`src/rtl/lcm_seq_if.sv`:
```
// rtl/lcm_seq_if.sv - request/result bundle between an LCM/HCF requester and lcm_seq
interface lcm_seq_if #(
  parameter int N = 8
);
  logic           start;
  logic [N-1:0]   in1;
  logic [N-1:0]   in2;
  logic           busy;
  logic           done;
  logic [N-1:0]   hcf;
  logic [2*N-1:0] lcm;

  modport master (output start, in1, in2, input busy, done, hcf, lcm);
  modport slave  (input start, in1, in2, output busy, done, hcf, lcm);
endinterface

```
`src/rtl/lcm_seq.sv`:
```
// rtl/lcm_seq.sv - sequential HCF/LCM: subtractive GCD, restoring divide, shift-add multiply
module lcm_seq #(
  parameter int N = 8
) (
  input  logic      clk,
  input  logic      rst_n,
  lcm_seq_if.slave  bus
);
  localparam int CW = $clog2(N + 1);

  localparam logic [2:0] S_IDLE = 3'd0;
  localparam logic [2:0] S_GCD  = 3'd1;
  localparam logic [2:0] S_DIV  = 3'd2;
  localparam logic [2:0] S_MUL  = 3'd3;
  localparam logic [2:0] S_DONE = 3'd4;

  logic [2:0]     state_q, state_d;
  logic [N-1:0]   a_q, a_d;
  logic [N-1:0]   b_q, b_d;
  logic [N-1:0]   x_q, x_d;
  logic [N-1:0]   y_q, y_d;
  logic [N-1:0]   g_q, g_d;
  logic [N-1:0]   rem_q, rem_d;
  logic [N-1:0]   quo_q, quo_d;
  logic [2*N-1:0] p_q, p_d;
  logic [CW-1:0]  cnt_q, cnt_d;
  logic [N-1:0]   hcf_q, hcf_d;
  logic [2*N-1:0] lcm_q, lcm_d;

  logic [N:0]     div_shift;
  logic [N:0]     div_diff;
  logic           div_fits;
  logic [2*N-1:0] mul_sum;
  logic           last_step;

  // rem < g always holds, so the sign bit of the trial subtraction is a clean borrow
  assign div_shift = {rem_q, quo_q[N-1]};
  assign div_diff  = div_shift - {1'b0, g_q};
  assign div_fits  = ~div_diff[N];
  assign mul_sum   = (p_q << 1) + (quo_q[N-1] ? {{N{1'b0}}, b_q} : {(2*N){1'b0}});
  assign last_step = (cnt_q == CW'(N - 1));

  always_comb begin
    state_d = state_q;
    a_d     = a_q;
    b_d     = b_q;
    x_d     = x_q;
    y_d     = y_q;
    g_d     = g_q;
    rem_d   = rem_q;
    quo_d   = quo_q;
    p_d     = p_q;
    cnt_d   = cnt_q;
    hcf_d   = hcf_q;
    lcm_d   = lcm_q;
    case (state_q)
      S_IDLE: begin
        if (bus.start) begin
          a_d = bus.in1;
          b_d = bus.in2;
          x_d = bus.in1;
          y_d = bus.in2;
          if (bus.in1 == '0 || bus.in2 == '0) begin
            hcf_d   = bus.in1 | bus.in2;
            lcm_d   = '0;
            state_d = S_DONE;
          end else begin
            state_d = S_GCD;
          end
        end
      end
      S_GCD: begin
        if (x_q > y_q) begin
          x_d = x_q - y_q;
        end else if (y_q > x_q) begin
          y_d = y_q - x_q;
        end else begin
          g_d     = x_q;
          rem_d   = '0;
          quo_d   = a_q;
          cnt_d   = '0;
          state_d = S_DIV;
        end
      end
      S_DIV: begin
        rem_d = div_fits ? div_diff[N-1:0] : div_shift[N-1:0];
        quo_d = {quo_q[N-2:0], div_fits};
        cnt_d = cnt_q + CW'(1);
        if (last_step) begin
          cnt_d   = '0;
          p_d     = '0;
          state_d = S_MUL;
        end
      end
      S_MUL: begin
        // quotient is consumed MSB first as the multiplier
        p_d   = mul_sum;
        quo_d = {quo_q[N-2:0], 1'b0};
        cnt_d = cnt_q + CW'(1);
        if (last_step) begin
          cnt_d   = '0;
          hcf_d   = g_q;
          lcm_d   = mul_sum;
          state_d = S_DONE;
        end
      end
      S_DONE: begin
        state_d = S_IDLE;
      end
      default: begin
        state_d = S_IDLE;
      end
    endcase
  end

  always_ff @(posedge clk or negedge rst_n) begin
    if (!rst_n) begin
      state_q <= S_IDLE;
      a_q     <= '0;
      b_q     <= '0;
      x_q     <= '0;
      y_q     <= '0;
      g_q     <= '0;
      rem_q   <= '0;
      quo_q   <= '0;
      p_q     <= '0;
      cnt_q   <= '0;
      hcf_q   <= '0;
      lcm_q   <= '0;
    end else begin
      state_q <= state_d;
      a_q     <= a_d;
      b_q     <= b_d;
      x_q     <= x_d;
      y_q     <= y_d;
      g_q     <= g_d;
      rem_q   <= rem_d;
      quo_q   <= quo_d;
      p_q     <= p_d;
      cnt_q   <= cnt_d;
      hcf_q   <= hcf_d;
      lcm_q   <= lcm_d;
    end
  end

  assign bus.busy = (state_q != S_IDLE);
  assign bus.done = (state_q == S_DONE);
  assign bus.hcf  = hcf_q;
  assign bus.lcm  = lcm_q;
endmodule

```
`src/flat_wrapper.sv`:
```
// flat-port wrapper written by rule: the top's interface ports become plain ports
module lcm_seq_flat 
#(
  parameter int N = 8
)
  (clk, rst_n, bus_start, bus_in1, bus_in2, bus_busy, bus_done, bus_hcf, bus_lcm);
  lcm_seq_if #(.N(N)) bus_i ();
  input  logic clk;
  input  logic rst_n;
  input wire logic [$bits(bus_i.start)-1:0] bus_start;
  input wire logic [$bits(bus_i.in1)-1:0] bus_in1;
  input wire logic [$bits(bus_i.in2)-1:0] bus_in2;
  output wire logic [$bits(bus_i.busy)-1:0] bus_busy;
  output wire logic [$bits(bus_i.done)-1:0] bus_done;
  output wire logic [$bits(bus_i.hcf)-1:0] bus_hcf;
  output wire logic [$bits(bus_i.lcm)-1:0] bus_lcm;
  assign bus_i.start = bus_start;
  assign bus_i.in1 = bus_in1;
  assign bus_i.in2 = bus_in2;
  assign bus_busy = bus_i.busy;
  assign bus_done = bus_i.done;
  assign bus_hcf = bus_i.hcf;
  assign bus_lcm = bus_i.lcm;
  lcm_seq #(.N(N)) u_core (.clk(clk), .rst_n(rst_n), .bus(bus_i));
endmodule
```
`config.mk`:
```
export PLATFORM = sky130hd
export DESIGN_NAME = lcm_seq_flat
export DESIGN_NICKNAME = d
export VERILOG_FILES = /design/src/rtl/lcm_seq_if.sv /design/src/rtl/lcm_seq.sv /design/src/flat_wrapper.sv
export SDC_FILE = /design/constraint.sdc
export NUM_CORES = 1
export LEC_CHECK = 0
export ABC_CLOCK_PERIOD_IN_PS = 5600
export BUFFER_PORTS_ARGS = -buffer_cell sky130_fd_sc_hd__buf_2
export CORE_MARGIN = 2
export CORE_UTILIZATION = 55
export CTS_BUF_LIST = sky130_fd_sc_hd__clkbuf_16
export DETAILED_ROUTE_END_ITERATION = 16
export PLACE_DENSITY = 0.73
export SYNTH_ARGS = -nofsm -noshare
export SYNTH_HDL_FRONTEND = slang
export SYNTH_SLANG_ARGS = --single-unit
export TNS_END_PERCENT = 10
```
`constraint.sdc`:
```
create_clock -name clk -period 5.6 [get_ports clk]
set_input_delay 0.28 -clock clk [delete_from_list [all_inputs] [get_ports clk]]
set_output_delay 0.28 -clock clk [all_outputs]
set_load 0.02 [all_outputs]
```
# After elaboration in Yosys (flattened, before gate mapping)
# Cells that the tools add are included.
# W data, S select, Z words.
[totals] ff_bits=102 latch_bits=0 ram_bits=0 romBits=0 inputBits=19 out_inout_bits=26 wordCells=94 n_memories=0
[op_classes] addsub=5 mul=0 div_mod_pow=0 order_cmp=2 eq_ne=13 shift=0 muxes=36 bitwise=4 reduce_logical=22
[ops] operator="$mux W8" count=14
[ops] operator="$pmux W8 S2" count=4
[ops] operator="$mux W16" count=3
[ops] operator="$pmux W16 S2" count=1
[ops] operator="$pmux W15 S2" count=1
[ops] operator="$pmux W8 S3" count=1
[ops] operator="$mux W3" count=6
[ops] operator="$add A16 B8 Y16" count=1
[ops] operator="$gt A8 B8 Y1" count=2
[ops] operator="$logic_not A8 Y1" count=2
[ops] operator="$sub A8 B8 Y8" count=2
[ops] operator="$mux W15" count=1
[ops] operator="$reduce_and A3 Y1" count=5
[ops] operator="$mux W4" count=3
[ops] operator="$pmux W3 S4" count=1
[ops] operator="$ne A2 B1 Y1 const B" count=5
[ops] operator="$reduce_bool A2 Y1" count=5
[ops] operator="$sub A9 B8 Y9" count=1
[ops] operator="$or A8 B8 Y8" count=1
[ops] operator="$pmux W4 S2" count=1
[ops] operator="$reduce_and A4 Y1" count=2
[ops] operator="$eq A3 B2 Y1 const B" count=2
[ops] operator="$ne A2 B2 Y1 const B" count=3
[ops] operator="$reduce_bool A3 Y1" count=2
[ops] operator="10 further kinds" count=13

# Depth between registers and ports, before layout
[depth] ltp_word=5 mapped_depth=11

# Least setup slack after synthesis
# OpenSTA, ideal clock, no wires.
[synth_timing] path_kind="register to register" startpoint="reg u_core.quo_q[7]" endpoint="reg u_core.rem_q[1]" t_arrival_ns=2.396 t_required_ns=5.474 setup_slack_ns=3.078 stages_incl_launch_ff=12 path_buffers=1 synth_period_minus_slack_ns=2.522 path_cell_list="dfrtp_1 -> inv_1 -> ha_1 -> inv_1 -> fa_1 -> a211oi_1 -> o21ai_1 -> a31oi_2 -> xnor2_1 -> and2_1 -> buf_2 -> a221o_1"
[synth_between] elab_chain_len=3
[synth_lines] item="start: declaration" line_no="lcm_seq.sv:24" rtl="logic [N-1:0] quo_q, quo_d;"
[synth_lines] item="start signal: assignment" line_no="lcm_seq.sv:138" rtl="quo_q <= quo_d;"
[synth_lines] item="$sub A9 B8 Y9" line_no="lcm_seq.sv:38" rtl="assign div_diff = div_shift - {1'b0, g_q};"
[synth_lines] item="$mux W8" line_no="lcm_seq.sv:86" rtl="rem_d = div_fits ? div_diff[N-1:0] : div_shift[N-1:0];"
[synth_lines] item="$pmux W8 S2" line_no="lcm_seq.sv:56" rtl="case (state_q)"
[synth_lines] item="end signal: assignment" line_no="lcm_seq.sv:137" rtl="rem_q <= rem_d;"
[synth_lines] item="end: declaration" line_no="lcm_seq.sv:23" rtl="logic [N-1:0] rem_q, rem_d;"
# No other way between the ends.
# A chain may end at the register's enable or synchronous reset.

# Worst setup path in the final report
[layout_timing] startpoint="reg u_core.state_q[1]" endpoint="reg u_core.lcm_q[5] (netlist: u_core.bus.lcm[5])"
[layout_between] elab_chain_len=3 word_cells_on_any_way=8
[layout_lines] item="start: declaration" line_no="lcm_seq.sv:17" rtl="logic [2:0] state_q, state_d;"
[layout_lines] item="start signal: assignment" line_no="lcm_seq.sv:131" rtl="state_q <= state_d;"
[layout_lines] item="$eq A3 B2 Y1 / $logic_not A3 Y1 (equally long branches)" line_no="lcm_seq.sv:56"
[layout_lines] item="$ne A2 B1 Y1 (no source line) (tied with other cells)"
[layout_lines] item="$reduce_and A4 Y1 (no source line)"
[layout_lines] item="end signal: assignment" line_no="lcm_seq.sv:142" rtl="lcm_q <= lcm_d;"
[layout_lines] item="end: declaration" line_no="lcm_seq.sv:28" rtl="logic [2*N-1:0] lcm_q, lcm_d;"
# Several ways; a longest one is shown, not always the timed one.

==> reports/qor.csv <==
stage;metric;value;unit
logic_synthesis;synth-adder-area-share;0.0822;
cells_and_area;final_area;6470;um2
logic_synthesis;synth_top_family_by_area;simple AND/OR/NAND/NOR gates;
routing;vias_per_cell;5.94;
logic_synthesis;synthMuxAreaShare;0.0464;
logic_synthesis;yosysTopAreaCell;dfrtp_1;
floorplanning;core.rowCount;37;
grt;grt_pass1_wl;23.2;mm
grt;grt_max_degree;55;
floorplanning;core_region_area;10300;um2
cts;cts_tree;done;
grt;track_usage;0.261;
critical_path;arrival;3.43;ns
floorplanning;ios;45;
critical_path;worst_setup_path_start_kind;register;
timing;setup_violations;0;
cells_and_area;layout.nets;704;
routing;drt_first_iter_violations;344;
timing;min_period;3.20;ns
run_status;status;finished clean;
routing;wl;14.2;mm
routing;drc;0;
cts;post_cts_buffers;0;
routing;dr.pass1.iters;5;
logic_synthesis;yosysSeqAreaShare;0.436;
routing;vias;4690;
pwr;leakagePower;3.02;nW
cts;numCtsBuffers;9;
cts;clock_sinks;102;
routing;drt-met1-wl;6.06;mm
logic_synthesis;yosysUniqueCellTypes;60;
grt;grt_pass1_vias;4626;
floorplanning;dieArea;11500;um2
critical_path;end_kind;register;
timing;rsz0062_at_grt;no;
timing;hold_viol_final;0;
pwr;power_density;720;nW/um2
cells_and_area;final_layout_size_suffix_gt1_frac;0.139;
logic_synthesis;synth_top_area_share;0.436;
logic_synthesis;yosys-top-cells-area;dfrtp_1 (44%), ha_1 (6.8%), nand2_1 (5.7%), o21ai_0 (4.3%), mux2_2 (2.9%);
cells_and_area;n_antenna_cell;0;
logic_synthesis;synthCells;613;
timing;slew_viol_final;0;
floorplanning;start_util;0.566;
logic_synthesis;synth_area;5850;um2
timing;worst_slew_pin_slew;1.17;ns
logic_synthesis;synth_area_per_cell;9.54;um2
cts;clk_pin_slew_worst_paths;0.07;ns
logic_synthesis;yosysWarningCount;0;
grt;antenna_found_initial;0;
place;finalWeightedCongestion;0.906;
floorplanning;die_w;107;um
timing;relSlewSlack;0.222;
logic_synthesis;synthFlopType;dfrtp_1;
floorplanning;fp.dieH;107;um
cells_and_area;area_growth;10.6;%
routing;routed.top_layer;met4;
pwr;max-vdd-ir-drop;0.000349;V
critical_path;crit_type;register to register;
min_path;hp-class;input pin to register;
flow_run;maxCapViolCount;0;
logic_synthesis;synthXorXnorAreaFrac;0.0329;
logic_synthesis;async_flop_share;1.00;
critical_path;cp_num_buf_inv;0;
logic_synthesis;synth_edf_count;0;
timing;fmax;0.313;GHz
cts;max-clock-path-buffers;2;
timing;final.setup.tns;0;ns
routing;postRouteAntennaNets;0;
place;place_area;6140;um2
cts;insertion_delay;0.35;ns
critical_path;max_stage_delay;0.65;ns
logic_synthesis;synth_simple_gate_area_frac;0.182;
critical_path;critPathTopFamily;simple AND/OR/NAND/NOR gates;
critical_path;crit_required;5.83;ns
place;dp_hpwl;10.2;mm
critical_path;cp_cell_sequence;nor2b_2, and2_1, nand2_1, a21o_1, mux2_1;
cts;cts.htree.levels;3;
critical_path;slowest_stage;a21o_1;
logic_synthesis;synth-compound-area-share;0.178;
place;port_buffers;44;
grt;overflow;0;
logic_synthesis;syn-num-nets;668;
timing;post-route-period-util;0.571;
routing;routedWlPerCell;18.0;um
critical_path;crit_fanout;38;
cts;cts_root_buf;clkbuf_16;
routing;wl_met2;6.88;mm
timing;finalClockSkew;0.00667;ns
routing;dr_wl_met3;892;um
logic_synthesis;ys_ff_latch;102;
==> metal layers <==
metal / track usage / vias up
li1: - / 2219
met2: 0.419 / 148
met5: 0 / -
met3: 0.0578 / 28
met4: 0.0983 / 0
met1: 0.347 / 2295
==> layout by cell type (no fill, tap or decap), types with 3 or more instances in the layout <==
cell	synthesis	layout
xor2_1	8	8
nor2_1	39	39
nand3b_1	3	3
buf_4	1	4
nand3_1	11	11
o21a_1	9	9
o21ai_0	50	50
o21ai_1	14	14
mux2i_1	8	8
nor3_1	13	13
a21o_1	9	9
o211ai_1	4	4
nor2b_1	6	6
a211oi_1	12	12
a221o_1	6	6
nor3b_1	3	3
clkbuf_16	0	9
ha_1	32	32
a31oi_1	17	17
nand2_1	89	89
inv_1	31	32
nand2b_1	9	9
buf_2	10	43
or3_1	10	10
and2_1	17	17
a21oi_1	13	13
mux2_2	15	15
fa_1	4	4
dfrtp_1	102	102
xnor2_1	14	14
o31a_1	3	3
==> cells in the mapped netlist (all sizes together), types with 2 or more instances <==
master and instances:
o31a 3, nand3 11, o21bai 2, buf 14
o31ai 3, nand3b 3, a21oi 15, o211ai 4
xor2 8, nor4 2, a22o 2, o21a 9
a211oi 13, xnor2 14, o221ai 2, fa 4
nand2 89, mux2 17, nand4 3, nor3 15
nor2 41, a21o 9, clkbuf 9, a32o 2
and3 2, or2 2, mux2i 8, o21ai 64
nand2b 9, ha 32, and2 17, or4 2
a31oi 18, nor2b 7, inv 31, a221o 6
dfrtp 102, nor3b 3, or3 10
==> tightest hold or removal path, cell delays in order <==
cell and delay (ns):
buf_2 0.12, nand3_1 0.10, nand2_1 0.05
==> stage by stage <==
| stage | setup WS (ns) | std cells | total power (W) | hold slack, ns | utilization |
|---|---|---|---|---|---|
| detailed placement | 2.47 | 773 | 0.00394 | 0.334 | 0.594 |
| global route | 2.21 | 790 | 0.00502 | 0.230 | 0.626 |
| floorplan | 3.08 | 613 | 0.00337 | -0.0156 | - |
| CTS | 2.43 | 790 | 0.00465 | 0.221 | 0.626 |
| finish | 2.40 | 790 | 0.00466 | 0.236 | 0.626 |
| global placement | 2.59 | 773 | 0.00383 | 0.332 | 0.594 |
==> cells by family (layout without fill, tap and decap cells) <==
family	after synthesis	in the layout
mux	25	25
xor+xnor	22	22
buf+inv	54	95
fa+ha+maj	36	36
compound gates	156	156
flops	102	102
simple gates	218	218
==> power breakdown <==
| group | leakage (nW) | internal (W) | switching (W) | total (W) |
|---|---|---|---|---|
| Clock | 0.161 | 0.000394 | 0.000287 | 0.000682 |
| Sequential | 1.26 | 0.00109 | 0.000257 | 0.00135 |
| Combinational | 1.60 | 0.00106 | 0.00157 | 0.00263 |
==> sequential cells by signal (all words and copies together) (netlist names) <==
| signal | count |
|---|---|
| u_core.cnt_q | 4 |
| u_core.b_q | 8 |
| u_core.a_q | 8 |
| u_core.g_q | 8 |
| u_core.bus.hcf | 8 |
| u_core.bus.lcm | 16 |
| u_core.x_q | 8 |
| u_core.quo_q | 8 |
| u_core.y_q | 8 |
| u_core.state_q | 3 |
| u_core.p_q | 15 |
| u_core.rem_q | 8 |
==> repair_timing <==
action                    CTS  global route
resized for setup           0             0
hold buffers                1             0
hold endpoints to repair   48             0
==> cell type report <==
type	count	area, um2
Clock buffer	9	225
Sequential cell	102	2550
Clock inverter	7	96.3
Fill cell	857	3860
Multi-Input combinational cell	457	3050
Timing Repair Buffer	48	255
Inverter	31	116
Tap cell	136	170
==> path summary, 6_finish.rpt <==
path / startpoint / endpoint / slack, ns / cells after the start
worst max-delay path: u_core.state_q[1] / u_core.bus.lcm[5] / 2.40 / 5
worst min-delay path: bus_in1[7] / u_core.a_q[7] / 0.24 / 3
worst max register to register: u_core.state_q[1] / u_core.bus.lcm[5] / 2.40 / 5
worst min register to register: u_core.bus.lcm[15] / u_core.bus.lcm[15] / 0.48 / 2
max in group asynchronous: rst_n / u_core.x_q[4] / 3.98 / 3
min in group asynchronous: rst_n / u_core.p_q[8] / 0.48 / 2
Note: power is estimated with default switching activity, not from simulation.
